## config.mk

```make
export PLATFORM = sky130hd
export DESIGN_NAME = writeback_arbiter
export DESIGN_NICKNAME = d
export VERILOG_FILES = /design/src/rtl/riscv_pkg.sv /design/src/rtl/wb_fifo.sv /design/src/rtl/writeback_arbiter.sv
export SDC_FILE = /design/constraint.sdc
export NUM_CORES = 1
export LEC_CHECK = 0
export ABC_AREA = 1
export CAP_MARGIN = 25
export CORE_MARGIN = 2
export CORE_UTILIZATION = 30
export CTS_BUF_LIST = sky130_fd_sc_hd__clkbuf_4 sky130_fd_sc_hd__clkbuf_8
export CTS_CLUSTER_SIZE = 24
export DETAILED_ROUTE_END_ITERATION = 8
export PLACE_DENSITY = 0.58
export SYNTH_ARGS = -nofsm -noshare
export SYNTH_HDL_FRONTEND = slang
export SYNTH_HIERARCHICAL = 1
export SYNTH_SLANG_ARGS = --single-unit
```

## constraint.sdc

```tcl
create_clock -name clk -period 13.3 [get_ports clk]
set_input_delay 2.66 -clock clk [delete_from_list [all_inputs] [get_ports clk]]
set_output_delay 2.66 -clock clk [all_outputs]
set_load 0.02 [all_outputs]
```

## src/rtl/riscv_pkg.sv

```systemverilog
// Shared register-file geometry and the writeback entry format used by the
// load-response buffer.
package riscv_pkg;

  localparam int XLEN       = 64;
  localparam int REG_COUNT  = 32;
  localparam int REG_ADDR_W = 5;

  // One buffered load write; valid drops when a younger ALU write squashes it.
  typedef struct packed {
    logic                  valid;
    logic [REG_ADDR_W-1:0] rd;
    logic [XLEN-1:0]       data;
  } wb_entry_t;

endpackage

```

## src/rtl/wb_fifo.sv

```systemverilog
// Circular buffer of writeback entries with in-place squash by destination
// register and two combinational destination-match query ports.
module wb_fifo
  import riscv_pkg::*;
#(
  parameter int FIFO_DEPTH = 4
) (
  input  logic                          clk,
  input  logic                          rst,
  input  logic                          push,
  input  wb_entry_t                     push_entry,
  input  logic                          pop,
  input  logic                          squash_en,
  input  logic [REG_ADDR_W-1:0]         squash_rd,
  input  logic [REG_ADDR_W-1:0]         q1_rd,
  input  logic [REG_ADDR_W-1:0]         q2_rd,
  output wb_entry_t                     head,
  output logic [$clog2(FIFO_DEPTH):0]   occupancy,
  output logic                          q1_hit,
  output logic                          q2_hit
);

  localparam int PW = $clog2(FIFO_DEPTH);

  wb_entry_t       mem [FIFO_DEPTH];
  logic [PW-1:0]   rd_ptr;
  logic [PW-1:0]   wr_ptr;

  assign head = mem[rd_ptr];

  // Storage, pointers and occupancy. Popped slots have valid cleared so that
  // unoccupied slots never match a hazard query.
  always_ff @(posedge clk or posedge rst) begin
    if (rst) begin
      for (int i = 0; i < FIFO_DEPTH; i++) begin
        mem[i] <= '0;
      end
      rd_ptr    <= '0;
      wr_ptr    <= '0;
      occupancy <= '0;
    end else begin
      if (squash_en) begin
        for (int i = 0; i < FIFO_DEPTH; i++) begin
          if (mem[i].rd == squash_rd) begin
            mem[i].valid <= 1'b0;
          end
        end
      end
      if (pop) begin
        mem[rd_ptr].valid <= 1'b0;
        rd_ptr            <= rd_ptr + 1'b1;
      end
      // The tail slot is never the head slot here: push only happens when
      // the buffer is not full, and pop only when it is not empty.
      if (push) begin
        mem[wr_ptr] <= push_entry;
        wr_ptr      <= wr_ptr + 1'b1;
      end
      case ({push, pop})
        2'b10:   occupancy <= occupancy + 1'b1;
        2'b01:   occupancy <= occupancy - 1'b1;
        default: occupancy <= occupancy;
      endcase
    end
  end

  // Destination-match lookups across all live entries.
  always_comb begin
    q1_hit = 1'b0;
    q2_hit = 1'b0;
    for (int i = 0; i < FIFO_DEPTH; i++) begin
      if (mem[i].valid && (mem[i].rd == q1_rd)) q1_hit = 1'b1;
      if (mem[i].valid && (mem[i].rd == q2_rd)) q2_hit = 1'b1;
    end
  end

endmodule

```

## src/rtl/writeback_arbiter.sv

```systemverilog
// Drives the register file's single write port from ALU results (always
// first) and buffered or bypassed load responses, and flags registers that
// still have a load write pending.
module writeback_arbiter
  import riscv_pkg::*;
#(
  parameter int BITS       = 64,
  parameter int DEPTH      = 32,
  parameter int FIFO_DEPTH = 4
) (
  input  logic                          clk,
  input  logic                          rst,
  input  logic                          alu_valid,
  input  logic [$clog2(DEPTH)-1:0]      alu_rd,
  input  logic [BITS-1:0]               alu_data,
  input  logic                          ld_valid,
  output logic                          ld_ready,
  input  logic [$clog2(DEPTH)-1:0]      ld_rd,
  input  logic [BITS-1:0]               ld_data,
  input  logic [$clog2(DEPTH)-1:0]      q1_addr,
  input  logic [$clog2(DEPTH)-1:0]      q2_addr,
  output logic                          q1_pending,
  output logic                          q2_pending,
  output logic [$clog2(DEPTH)-1:0]      addressw,
  output logic [BITS-1:0]               writeData,
  output logic                          writeEn,
  output logic [$clog2(FIFO_DEPTH):0]   occupancy
);

  localparam int AW    = $clog2(DEPTH);
  localparam int OCC_W = $clog2(FIFO_DEPTH) + 1;

  logic            alu_win;
  logic            ld_fire;
  logic            fifo_empty;
  logic            fifo_push;
  logic            fifo_pop;
  logic            bypass;
  logic            sel_en;
  logic [AW-1:0]   sel_rd;
  logic [BITS-1:0] sel_data;
  logic            q1_hit;
  logic            q2_hit;
  wb_entry_t       head;
  wb_entry_t       push_entry;

  assign alu_win    = alu_valid && (alu_rd != '0);
  assign ld_ready   = (occupancy < OCC_W'(FIFO_DEPTH)) && !rst;
  assign ld_fire    = ld_valid && ld_ready;
  assign fifo_empty = (occupancy == '0);

  assign push_entry = '{valid: 1'b1, rd: ld_rd, data: ld_data};

  // Loads to x0 are dropped; a load racing an ALU write to the same register
  // is older than it and would be squashed anyway, so it is never stored.
  assign fifo_push  = ld_fire && (ld_rd != '0) && !bypass &&
                      !(alu_win && (ld_rd == alu_rd));

  assign q1_pending = (q1_addr != '0) && q1_hit;
  assign q2_pending = (q2_addr != '0) && q2_hit;

  // Priority select: ALU, then FIFO head (squashed heads pop silently), then
  // a load bypass when nothing is buffered.
  always_comb begin
    sel_en   = 1'b0;
    sel_rd   = alu_rd;
    sel_data = alu_data;
    fifo_pop = 1'b0;
    bypass   = 1'b0;
    if (alu_win) begin
      sel_en = 1'b1;
    end else if (!fifo_empty) begin
      fifo_pop = 1'b1;
      sel_en   = head.valid;
      sel_rd   = head.rd;
      sel_data = head.data;
    end else if (ld_fire && (ld_rd != '0)) begin
      bypass   = 1'b1;
      sel_en   = 1'b1;
      sel_rd   = ld_rd;
      sel_data = ld_data;
    end
  end

  // Write-port register; address and data hold their last issued values.
  always_ff @(posedge clk or posedge rst) begin
    if (rst) begin
      writeEn   <= 1'b0;
      addressw  <= '0;
      writeData <= '0;
    end else begin
      writeEn <= sel_en;
      if (sel_en) begin
        addressw  <= sel_rd;
        writeData <= sel_data;
      end
    end
  end

  wb_fifo #(
    .FIFO_DEPTH (FIFO_DEPTH)
  ) u_fifo (
    .clk        (clk),
    .rst        (rst),
    .push       (fifo_push),
    .push_entry (push_entry),
    .pop        (fifo_pop),
    .squash_en  (alu_win),
    .squash_rd  (alu_rd),
    .q1_rd      (q1_addr),
    .q2_rd      (q2_addr),
    .head       (head),
    .occupancy  (occupancy),
    .q1_hit     (q1_hit),
    .q2_hit     (q2_hit)
  );

endmodule
```

==> run metrics <==
Yosys Warn Count 6; Via density 4.83; switching share of power 42.3%; Worst Tran Pin Value 1.14 ns; area leader, netlist dfrtp_1; post-CTS setup repair buffer count 0; Clock Power Share 20.6%; HPWL Detailed 38100 um; I/O Pins 228; Hold/Removal Path Class flip-flop to flip-flop; Nets 2920; initial antenna violation count 3; Seq. cell area 8940 um2; Main synth FF type dfrtp_1; global-route usage over all layers 19.5%; Setup TNS 0 ns; Initial DRC Count 1312; number of fill cells in the layout 6730; multi-input logic area 8540 um2; cts bufs inserted 70; Post-Syn Area 19300 um2; Lkg Pwr 10.9 nW; CP endpoint kind output port; slowest CP cell clkdlybuf4s50_1; Final Max Tran Viols 0; Commonest cells post-synth 519 x nor2_1, 507 x nand2_1, 357 x dfrtp_1; Clock Root Buffer clkbuf_8; largest net degree at the start of global routing 143; post_cts resized 0; Max Cap Viol 0; first-pass GRT wire length 102000 um; Top cell by count, worst path nand2_1; Crit path arrival time 4.62 ns; DR vias 17600; shortest period the worst path allows 7.28 ns; Die X-Extent 257 um; Wirelength per Cell 17.5 um; core area 63300 um2; fraction of layout cells with a size suffix above 1 6.96%; Synth area leaders dfrtp_1 46%, nor2_1 10%, nand2_1 9.9%; Post-Synthesis Cells 2611; CP top delay family buffers and inverters; clk_skew 0.0411 ns; Fin. Hold Viols 0; Setup CP Type input port to output port; ANT nets after route 0; Detailed Route WL 64000 um; area share of the largest cell type after synthesis 46.4%; RSZ-0062 raised after global routing false; clock sinks 357; clock-pin transition on the worst setup and hold timing paths 0.05 ns; Max-slew headroom 23.8%; Synth Area per Inst 7.38 um2; combinational power share 42.8%; post-synthesis cell type count 29; cell with the most instances after synthesis nor2_1; Max clock buf depth 3; post-route clock period utilization 54.7%; pwr dens 229 nW/um2; TritonCTS clock tree yes; Placer Congestion 0.862; Area growth syn-to-layout 20.5%; row cnt 92; Final setup viols 0; Slowest Stage Delay on Critical Path 0.63 ns; ordered list of cells on the worst path clkdlybuf4s50_1 -> inv_1 -> nand2_1 -> nand2_1 -> nor2_1 -> nand3_1 -> nand2_1 -> inv_1 -> nand2_1 -> o41ai_1 -> inv_1 -> clkdlybuf4s50_1; Worst Path Buf+Inv 5; Reg power frac 36.6%; Starting Density 30.4%; fin util 36.7%; register bit total from synthesis 357; die area 66300 um2; CTS H-tree lvls 3; GRT overflow 0; post-synthesis sequential area ratio 46.4%; net switching power 2.25 mW; crit start category input port; die height 257 um; DRC violations left 0; Async S/R FF share, synth 100%; status finished, final reports clean; Pre-antenna DRT Iters 7; fmax 137 MHz; Buffers on Ports 227; vias in the first global route 17400; Max FO, Critical Path 6; Critical Path RT 10.64 ns; EDFF count, synth 0; latest clock arrival within the worst-skew pair 0.65 ns; Worst VDD drop 0.000112 V; Pint 3.06 mW; post-cts hold buffer count 0
-- cell type report --
type,count,area share (%)
Clock inverter,9,0.248
Sequential cell,357,38.5
Timing Repair Buffer,254,11.1
Multi-Input combinational cell,1878,36.8
Antenna cell,2,0.0216
Inverter,197,3.23
Tap cell,846,4.56
Clock buffer,106,5.56
-- power by group through the flow --
| stage | logic, mW | clock network, mW | registers, mW |
|---|---|---|---|
| floorplan | 1.50 | 0 | 1.96 |
| global placement | 2.27 | 0 | 1.94 |
| detailed placement | 2.29 | 0 | 1.95 |
| CTS | 2.29 | 1.13 | 1.94 |
| global route | 2.59 | 1.18 | 2.01 |
| finish | 2.27 | 1.09 | 1.94 |
-- layout by cell type, fill, tap and decap left out, types with 2 or more instances in the layout --
cell	instances
a21oi_1	24
buf_16	5
buf_4	22
clkbuf_4	27
clkbuf_8	79
clkdlybuf4s50_1	227
clkinv_2	5
clkinvlp_4	5
conb_1	4
dfrtp_1	355
diode_2	2
ha_1	9
inv_1	189
inv_2	5
nand2_1	505
nand2_2	2
nand2_4	4
nand3_1	291
nand3_4	2
nand4_1	2
nor2_1	519
nor2_4	2
nor3_1	3
o21ai_0	325
o21ai_1	70
o21ai_2	30
o22ai_1	65
o41ai_1	2
or2_2	2
xnor2_1	5
xor2_1	10
-- per-stage QoR --
step	cells	power, mW	hold slack (ns)	worst slack, ns	instance area, um2
after floorplan	2614	3.47	0.448	2.72	19300
after global placement	3527	4.21	0.460	6.01	21700
after detailed placement	3528	4.23	0.462	6.04	21800
after CTS	3643	5.37	0.476	6.02	23100
after global routing	3649	5.78	0.489	5.82	23200
final	3649	5.31	0.473	6.02	23200
-- routing by layer --
layer / wire length (um) / GRT usage [%]
met5: 13 / 0
met4: 1400 / 5.81
met3: 3990 / 4.22
met2: 28700 / 30.9
met1: 29900 / 26.7
-- worst register-to-register path, delay by kind of cell, from the launching register on --
kind                   cells  cell delay [ns]
AO/OA/AOI/OAI              2             0.36
buffers and inverters      2             1.72
flip-flops                 1             0.81
AND/OR/NAND/NOR            5             1.34
-- worst paths after layout --
check                                                  start                     endpoint  slack (ns)  cells past startpoint
worst max-delay path                              q1_addr[4]                   q1_pending        6.02                     12
worst min-delay path             u_fifo/mem[173]$_DFFE_PP0P_  u_fifo/mem[173]$_DFFE_PP0P_        0.47                      2
worst max register to register  u_fifo/rd_ptr[0]$_DFFE_PP0P_      addressw[0]$_DFFE_PP0P_        8.95                      9
worst min register to register   u_fifo/mem[173]$_DFFE_PP0P_  u_fifo/mem[173]$_DFFE_PP0P_        0.47                      2
max in group asynchronous                                rst  u_fifo/mem[124]$_DFFE_PP0P_        9.24                      6
min in group asynchronous                                rst  u_fifo/mem[159]$_DFFE_PP0P_        2.50                      2
-- sequential cells by signal, summed over array words and instances, names as in the netlist --
register,flops
writeData,64
u_fifo/rd_ptr,2
u_fifo/wr_ptr,2
addressw,5
writeEn,1
u_fifo/mem,280
u_fifo/occupancy,3
-- cells by family after synthesis --
group,after synthesis,synth area share [%]
AOI/OAI and AO/OA,516,14.4
xor gates and xnor gates,15,0.682
adders and majority gates,10,0.688
buffers and inverters,379,9.68
DFF,357,46.4
other,1,0.0195
and+or+nand+nor,1333,28.1
(Power assumes the default switching activity.)
